`config.mk`:
```
export PLATFORM = sky130hd
export DESIGN_NAME = seq_datapath
export DESIGN_NICKNAME = d
export VERILOG_FILES = /design/src/rtl/seq_datapath_pkg.sv /design/src/rtl/dp_alu_shift.sv /design/src/rtl/seq_datapath.sv
export SDC_FILE = /design/constraint.sdc
export NUM_CORES = 1
export LEC_CHECK = 0
export CORE_MARGIN = 1.5
export CORE_UTILIZATION = 45
export DETAILED_ROUTE_END_ITERATION = 12
export GPL_TIMING_DRIVEN = 0
export PLACE_DENSITY_LB_ADDON = 0.3
export SLEW_MARGIN = 20
export SYNTH_ARGS = -nofsm -noshare
export SYNTH_HDL_FRONTEND = slang
export SYNTH_SLANG_ARGS = --single-unit
```
`constraint.sdc`:
```
create_clock -name clk -period 9.3 [get_ports clk]
set_input_delay 1.86 -clock clk [delete_from_list [all_inputs] [get_ports clk]]
set_output_delay 1.86 -clock clk [all_outputs]
set_load 0.05 [all_outputs]
```
`src/rtl/seq_datapath_pkg.sv`:
```
// Shared types for the self-sequenced datapath: op encodings, FSM states, latched op controls.
// Pure type definitions; no logic, no latency.
package seq_datapath_pkg;

   typedef enum logic [1:0] {
      ALU_ADD = 2'b00,
      ALU_SUB = 2'b01,
      ALU_AND = 2'b10,
      ALU_MVN = 2'b11
   } alu_op_e;

   typedef enum logic [1:0] {
      SH_NONE = 2'b00,
      SH_LSL1 = 2'b01,
      SH_LSR1 = 2'b10,
      SH_ASR1 = 2'b11
   } shift_e;

   typedef enum logic [1:0] {
      SRC_MDATA = 2'b00,
      SRC_IMM   = 2'b01,
      SRC_PC    = 2'b10,
      SRC_C     = 2'b11
   } src_e;

   typedef enum logic [2:0] {
      IDLE = 3'd0,
      RD_A = 3'd1,
      RD_B = 3'd2,
      EXEC = 3'd3,
      WB   = 3'd4
   } state_e;

   // Width-independent control fields captured at op acceptance
   typedef struct packed {
      alu_op_e alu_op;
      shift_e  shift;
      src_e    src;
      logic    zero_a;
      logic    use_imm;
      logic    set_flags;
      logic    wr_en;
   } op_ctrl_t;

endpackage

```
`src/rtl/dp_alu_shift.sv`:
```
// Combinational B-shifter, operand muxes, ALU and {V,N,Z} flag generation.
// Zero latency; no flow control.
module dp_alu_shift
   import seq_datapath_pkg::*;
#(
   parameter int WIDTH = 16
) (
   input  logic [WIDTH-1:0] a_val,
   input  logic [WIDTH-1:0] b_val,
   input  logic [WIDTH-1:0] imm,
   input  logic             zero_a,
   input  logic             use_imm,
   input  shift_e           shift,
   input  alu_op_e          alu_op,
   output logic [WIDTH-1:0] c_next,
   output logic [2:0]       flags
);

   logic [WIDTH-1:0] b_sh;
   logic [WIDTH-1:0] ain;
   logic [WIDTH-1:0] bin;
   logic [WIDTH-1:0] sum;
   logic [WIDTH-1:0] diff;
   logic             v_flag;

   always_comb begin
      b_sh = b_val;
      case (shift)
         SH_LSL1: b_sh = {b_val[WIDTH-2:0], 1'b0};
         SH_LSR1: b_sh = {1'b0, b_val[WIDTH-1:1]};
         SH_ASR1: b_sh = {b_val[WIDTH-1], b_val[WIDTH-1:1]};
         default: b_sh = b_val;
      endcase

      ain  = zero_a ? '0 : a_val;
      bin  = use_imm ? imm : b_sh;
      sum  = ain + bin;
      diff = ain - bin;

      c_next = sum;
      v_flag = 1'b0;
      case (alu_op)
         ALU_ADD: begin
            c_next = sum;
            v_flag = (ain[WIDTH-1] == bin[WIDTH-1]) && (sum[WIDTH-1] != ain[WIDTH-1]);
         end
         ALU_SUB: begin
            c_next = diff;
            v_flag = (ain[WIDTH-1] != bin[WIDTH-1]) && (diff[WIDTH-1] != ain[WIDTH-1]);
         end
         ALU_AND: c_next = ain & bin;
         default: c_next = ~bin;
      endcase

      flags = {v_flag, c_next[WIDTH-1], (c_next == '0)};
   end

endmodule

```
`src/rtl/seq_datapath.sv`:
```
// Register file + A/B/C/status datapath sequenced IDLE->RD_A->RD_B->EXEC->WB (ALU) or IDLE->WB.
// done in 4th cycle (ALU) / 1st cycle (other); op_ready low from acceptance until back in IDLE.
module seq_datapath
   import seq_datapath_pkg::*;
#(
   parameter  int WIDTH = 16,
   parameter  int NREGS = 8,
   localparam int RSEL  = $clog2(NREGS)
) (
   input  logic             clk,
   input  logic             reset,
   input  logic             op_valid,
   output logic             op_ready,
   input  logic [1:0]       alu_op,
   input  logic [1:0]       shift,
   input  logic [1:0]       src,
   input  logic [RSEL-1:0]  rn,
   input  logic [RSEL-1:0]  rm,
   input  logic [RSEL-1:0]  rd,
   input  logic             zero_a,
   input  logic             use_imm,
   input  logic             set_flags,
   input  logic             wr_en,
   input  logic [WIDTH-1:0] imm,
   input  logic [WIDTH-1:0] mdata,
   input  logic [7:0]       pc,
   input  logic [RSEL-1:0]  dbg_rnum,
   output logic [WIDTH-1:0] dbg_rdata,
   output logic [WIDTH-1:0] result,
   output logic [2:0]       status,
   output logic             done
);

   state_e           state_q, state_d;
   op_ctrl_t         op_q, op_d;
   logic [RSEL-1:0]  rn_q, rn_d, rm_q, rm_d, rd_q, rd_d;
   logic [WIDTH-1:0] imm_q, imm_d;
   logic [WIDTH-1:0] a_q, a_d, b_q, b_d, c_q, c_d;
   logic [2:0]       status_q, status_d;
   logic [WIDTH-1:0] regs_q [NREGS];
   logic [WIDTH-1:0] regs_d [NREGS];
   logic [WIDTH-1:0] alu_c;
   logic [2:0]       alu_flags;
   logic [WIDTH-1:0] wb_data;

   dp_alu_shift #(.WIDTH(WIDTH)) u_alu (
      .a_val   (a_q),
      .b_val   (b_q),
      .imm     (imm_q),
      .zero_a  (op_q.zero_a),
      .use_imm (op_q.use_imm),
      .shift   (op_q.shift),
      .alu_op  (op_q.alu_op),
      .c_next  (alu_c),
      .flags   (alu_flags)
   );

   always_comb begin
      case (op_q.src)
         SRC_MDATA: wb_data = mdata;
         SRC_IMM:   wb_data = imm_q;
         SRC_PC:    wb_data = WIDTH'(pc);
         default:   wb_data = c_q;
      endcase
   end

   always_comb begin
      state_d  = state_q;
      op_d     = op_q;
      rn_d     = rn_q;
      rm_d     = rm_q;
      rd_d     = rd_q;
      imm_d    = imm_q;
      a_d      = a_q;
      b_d      = b_q;
      c_d      = c_q;
      status_d = status_q;
      regs_d   = regs_q;
      case (state_q)
         IDLE: begin
            if (op_valid) begin
               op_d    = '{alu_op: alu_op_e'(alu_op), shift: shift_e'(shift), src: src_e'(src),
                           zero_a: zero_a, use_imm: use_imm, set_flags: set_flags, wr_en: wr_en};
               rn_d    = rn;
               rm_d    = rm;
               rd_d    = rd;
               imm_d   = imm;
               state_d = (src_e'(src) == SRC_C) ? RD_A : WB;
            end
         end
         RD_A: begin
            a_d     = regs_q[rn_q];
            state_d = RD_B;
         end
         RD_B: begin
            b_d     = regs_q[rm_q];
            state_d = EXEC;
         end
         EXEC: begin
            c_d = alu_c;
            if (op_q.set_flags) status_d = alu_flags;
            state_d = WB;
         end
         WB: begin
            if (op_q.wr_en) regs_d[rd_q] = wb_data;
            state_d = IDLE;
         end
         default: state_d = IDLE;
      endcase
   end

   always_ff @(posedge clk) begin
      if (reset) begin
         state_q  <= IDLE;
         op_q     <= '0;
         rn_q     <= '0;
         rm_q     <= '0;
         rd_q     <= '0;
         imm_q    <= '0;
         a_q      <= '0;
         b_q      <= '0;
         c_q      <= '0;
         status_q <= '0;
         for (int i = 0; i < NREGS; i++) regs_q[i] <= '0;
      end else begin
         state_q  <= state_d;
         op_q     <= op_d;
         rn_q     <= rn_d;
         rm_q     <= rm_d;
         rd_q     <= rd_d;
         imm_q    <= imm_d;
         a_q      <= a_d;
         b_q      <= b_d;
         c_q      <= c_d;
         status_q <= status_d;
         regs_q   <= regs_d;
      end
   end

   // Reset aborts at once, so a WB cycle under reset must not report completion
   assign done      = (state_q == WB) && !reset;
   assign op_ready  = (state_q == IDLE);
   assign result    = c_q;
   assign status    = status_q;
   assign dbg_rdata = regs_q[dbg_rnum];

endmodule

```
Word level (Yosys, flattened, before mapping):

Cells that the tools add are included.

* add/subtract/negate cells: 2
* shift-type cells: 0
* reduce and logical (&&, ||, !) cells: 12
* bitwise logic cells: 6
* $lt $le $gt $ge: 5
* $mul: 0
* eq/ne operators: 17
* div/mod/pow operators: 0
* mux-type cells: 21

Operator list (count)
* 16-bit binary-select mux with 3-bit select: 3
* 16-bit 2-to-1 mux: 9
* 16-bit one-hot mux with 3 select lines: 3
* 128-bit bitwise mux: 1
* 16-bit demux with 3-bit select: 1
* 16-bit adder: 1
* 16-bit bitwise AND: 1
* 4-bit >= comparator, second input constant: 4
* 16-bit zero test: 1
* 16-bit inverter: 1
* 3-bit inverter with 4-bit output: 4
* 16-bit subtractor: 1
* 3-bit one-hot mux with 4 select lines: 1
* 2-bit equality test, second input constant: 5
* 2-bit by 1-bit equality test with 1-bit output, second input constant: 3
* 3-bit by 2-bit equality test with 1-bit output, second input constant: 2
* 3-bit 2-to-1 mux: 2
* 2-bit AND reduction: 3
* 1-bit logical AND: 4
* 2-bit zero test: 2
* 4-bit by 1-bit < comparator with 1-bit output, second input constant: 1
* 3-bit by 1-bit equality test with 1-bit output, second input constant: 1
* 3-bit equality test, second input constant: 1
* 3-bit zero test: 1
* 5 further kinds: 7

* word-level logic and storage cells: 87
* memory bits (writable): 0
* register bits after elaboration: 217
* ROM bits: 0
* memories: 0
* latch bits: 0

Depth between registers and ports, before layout:

* depth in word-level cells: 7
* mapped depth: 18

Modules after synthesis:

A second synthesis with hierarchy kept.

* cells, all modules: 1605
* area total of the unflattened synthesis: 13905.8 µm²

Modules (own cells, without submodules)
* seq_datapath: seq. area each 4344.2 µm², cells an instance 1211, times used 1, area an instance 11259.5 µm²
* dp_alu_shift: seq. area each 0.0 µm², cells an instance 394, times used 1, area an instance 2646.3 µm²

Worst setup path before layout:

No wires, ideal clock.

* path type: input-to-output
* start point: input port dbg_rnum[0]
* end point: output port dbg_rdata[0]
* data arrival time: 3.566 ns
* path slack: 3.874 ns
* cell stages on the path: 4
* path buffers: 2
* path through: clkbuf_1 > buf_1 > mux4_2 > mux2_2

* cells in the longest elaborated chain, start to end: 4

Ends and longest elaborated chain
* start, declared: line seq_datapath.sv:27 `input logic [RSEL-1:0] dbg_rnum,`
* 3-bit inverter with 4-bit output (not written as such): line seq_datapath.sv:145 `assign dbg_rdata = regs_q[dbg_rnum];`
* 16-bit binary-select mux with 3-bit select: line seq_datapath.sv:145
* 16-bit 2-to-1 mux (not written as such) (2 in a row): line seq_datapath.sv:145
* end, declared: line seq_datapath.sv:28 `output logic [WIDTH-1:0] dbg_rdata,`

Every way passes these cells. The select of a mux whose other input is x is not followed.

Final worst setup path:

* start point: input port reset
* end point: output port done

* cells in the longest elaborated chain, start to end: 2

Ends and longest elaborated chain
* start, declared: line seq_datapath.sv:11 `input logic reset,`
* 1-bit zero test: line seq_datapath.sv:141 `assign done = (state_q == WB) && !reset;`
* 1-bit logical AND: line seq_datapath.sv:141
* end, declared: line seq_datapath.sv:31 `output logic done`

Every way passes these cells.

==> impl_metrics.json <==
{
  "synth_top_cell_by_area": "dfxtp_1",
  "async_reset_ff_share_pct": 0,
  "finalCritPeriodShare_pct": 72.2,
  "min-delay-start": "imm_q[2]",
  "critPathMaxFanout": 10,
  "stdcell_area_sq_mm": 0.0157,
  "worst_ir_drop_vdd_mv": 0.119,
  "grt_pass1_vias": 11900,
  "row_count": 62,
  "core_sq_mm": 0.0289,
  "initial_core_util_pct": 46.0,
  "hpwl_um": 35500,
  "postSynth.topFlopCell": "dfxtp_1",
  "final_max_slew_viol_count": 0,
  "placed_area_sq_mm": 0.0148,
  "max_freq_mhz": 149,
  "synth_edf_count": 0,
  "nNetsFinal": 1673,
  "p_leak_nw": 5.20,
  "routed_wl_um": 45900,
  "hp-class": "flop to flop",
  "cts_made_buffers": 26,
  "drive_gt1_share_pct": 13.2,
  "synth.cell_area_sq_mm": 0.0133,
  "grt_max_degree": 15,
  "dieWidth_um": 175,
  "syn_area_per_cell_sq_um": 9.20,
  "maxSlewHeadroom_pct": 28.2,
  "cp-startpoint": "reset",
  "wl_per_cell_um": 23.2,
  "cpMaxStageDelayCell": "clkdlybuf4s50_1",
  "synthTopCellsByArea": "dfxtp_1 33%, mux4_2 18%, mux2i_1 6.6%",
  "ys_seq_area_share_pct": 32.6,
  "synth_cell_type_count": 78,
  "regToRegStartpoint": "op_q[7]",
  "cts_tree": "done",
  "syn2layout_area_growth_pct": 18.0,
  "cts_hold_buffers": 0,
  "finalCriticalPeriod_ps": 6710,
  "cts_sinks": 217,
  "syn_inst": 1447,
  "path_class": "input pin to output port",
  "cp_common_cell": "clkdlybuf4s50_1",
  "clkTransAtPathRegs_ps": 60,
  "p_total_mw": 2.57,
  "synth-seq-cells": 217,
  "die_h_um": 175,
  "drtIter0Drc": 1081,
  "portBuffers": 99,
  "cts-root-buf": "clkbuf_16",
  "critical-path-max-stage-delay_ps": 730,
  "gp_congestion": 0.954,
  "yosysTopAreaCellShare_pct": 32.6,
  "hold_slack_ps": 473,
  "die_area_sq_mm": 0.0306,
  "antenna_left": 0,
  "synth_commonest_cells": "217 x dfxtp_1, 211 x nand2_1, 165 x nor2_1, 129 x a21oi_1, 112 x a211oi_1",
  "post_cts_buffers": 0,
  "clk_latency_ps": 570,
  "n_antenna_cell": 0,
  "vias_per_cell": 6.07,
  "vias": 12000,
  "rsz0062_at_grt": "no",
  "status": "complete, no violations",
  "post_cts_resized": 0,
  "power.density_mw_per_mm2": 164,
  "grt-ovfl-total": 0,
  "setup_tns_ps": 0,
  "clock_path_buffers": 3,
  "synth.net_count": 1546,
  "num_io_pins": 102,
  "grt_usage_pct": 29.9,
  "drc_errors": 0,
  "htreeDepth": 1,
  "antenna_found_initial": 0,
  "path_delay_family": "buffers and inverters",
  "setup_violations": 0,
  "synthMostInstantiatedCell": "dfxtp_1",
  "max_slew.worst_pin.slew_ps": 1080,
  "drv_cap": 0,
  "dr.pass1.iters": 6,
  "yosys_warnings": 0,
  "worstPathArrival_ps": 4850,
  "cp-start-kind": "input pin",
  "skew_ps": 33.5,
  "critPathCaptureType": "output port",
  "crit_buf_inv": 5,
  "grt_pass1_wl_um": 69800,
  "required_ps": 7440,
  "final_hold_viol_count": 0,
  "crit_chain": "clkdlybuf4s50_1 > clkbuf_1 > buf_2 > buf_1 > nor2_1 > clkdlybuf4s50_1"
}
power breakdown:
part / leakage [nW] / switching [mW] / internal (mW) / total, mW
Combinational: 3.00 / 0.323 / 0.183 / 0.506
Sequential: 1.75 / 0.0171 / 0.952 / 0.969
Clock: 0.445 / 0.431 / 0.662 / 1.09
metal layers:
metal	track usage [%]	part of all wire [%]	vias up
met4	11.7	4.3	0
met2	50.8	48	520
met1	38.2	41	5833
met3	4.63	6.8	104
met5	0	0	-
li1	-	-	5540
worst reg2reg max path, stage by stage (launching register included):
cell and delay (ps):
dfxtp_1 340, clkbuf_1 340, o21ai_0 200, mux2i_1 510, inv_1 100, ha_1 350, nor2_1 180, o311ai_2 190
a2111oi_1 890, o221ai_1 280, xnor2_1 200, o21ai_0 190, nor4_2 210, nand4_1 190, o21ai_2 150
layout by cell type (no fill, tap or decap), types with 4 or more instances in the layout:
| master | count |
|---|---|
| nand2b_1 | 7 |
| nor2_1 | 165 |
| or2_2 | 4 |
| a221o_1 | 4 |
| nor2b_1 | 24 |
| xnor2_1 | 11 |
| mux2i_1 | 88 |
| a21oi_1 | 129 |
| nand3_1 | 4 |
| nand3b_1 | 5 |
| inv_1 | 39 |
| a211oi_1 | 112 |
| bufinv_16 | 4 |
| a31oi_1 | 7 |
| clkdlybuf4s50_1 | 99 |
| nor3_1 | 13 |
| clkbuf_1 | 94 |
| mux4_2 | 104 |
| nor3b_1 | 11 |
| clkbuf_8 | 4 |
| o21ai_0 | 21 |
| dfxtp_1 | 217 |
| mux2_2 | 18 |
| nand4_1 | 5 |
| o31ai_1 | 9 |
| o21ai_1 | 4 |
| nand2_1 | 211 |
| or3_1 | 5 |
| buf_1 | 10 |
| buf_2 | 17 |
| ha_1 | 32 |
| o211ai_1 | 6 |
| clkbuf_16 | 26 |
| nor4_1 | 5 |
stage by stage:
stage | worst slack (ps) | util [%] | instances
2_1_floorplan | 3870 | - | 1447
3_3_place_gp | 2660 | 51.1 | 1930
3_5_place_dp | 2680 | 51.1 | 1930
4_1_cts | 2680 | 54.2 | 1977
5_1_grt | 2540 | 54.2 | 1977
6_report | 2590 | 54.2 | 1977
registers in the layout, summed over array words and instances (netlist names):
| register | flops |
|---|---|
| a_q | 16 |
| b_q | 16 |
| imm_q | 16 |
| op_q | 10 |
| rd_q | 3 |
| regs_q | 128 |
| result | 16 |
| rm_q | 3 |
| rn_q | 3 |
| state_q | 3 |
| status | 3 |
path summary, 6_finish.rpt:
check	to	slack, ps	cells after the start
min reg2reg	imm_q[2]	470	2
min	imm_q[2]	470	2
max	done	2590	6
max reg2reg	status[0]	4920	14
cell type report:
cell class | instances | area, sq um
clock inverters | 11 | 190
flip-flops and latches | 217 | 4340
repair buffers | 99 | 991
multi-input cells | 1071 | 8320
well taps | 384 | 480
clock buffers | 36 | 728
fillers | 2605 | 13200
plain buffers | 119 | 494
inverters | 40 | 150
cells by family after synthesis:
kind of cell / share of synthesized area, %
multiplexers: 25.7
adder cells (fa/ha/maj): 3.31
flip-flops: 32.6
AND/OR/NAND/NOR: 16.0
AO/OA/AOI/OAI: 16.7
XOR/XNOR: 0.724
buffers and inverters: 4.84
(Power assumes the default switching activity.)
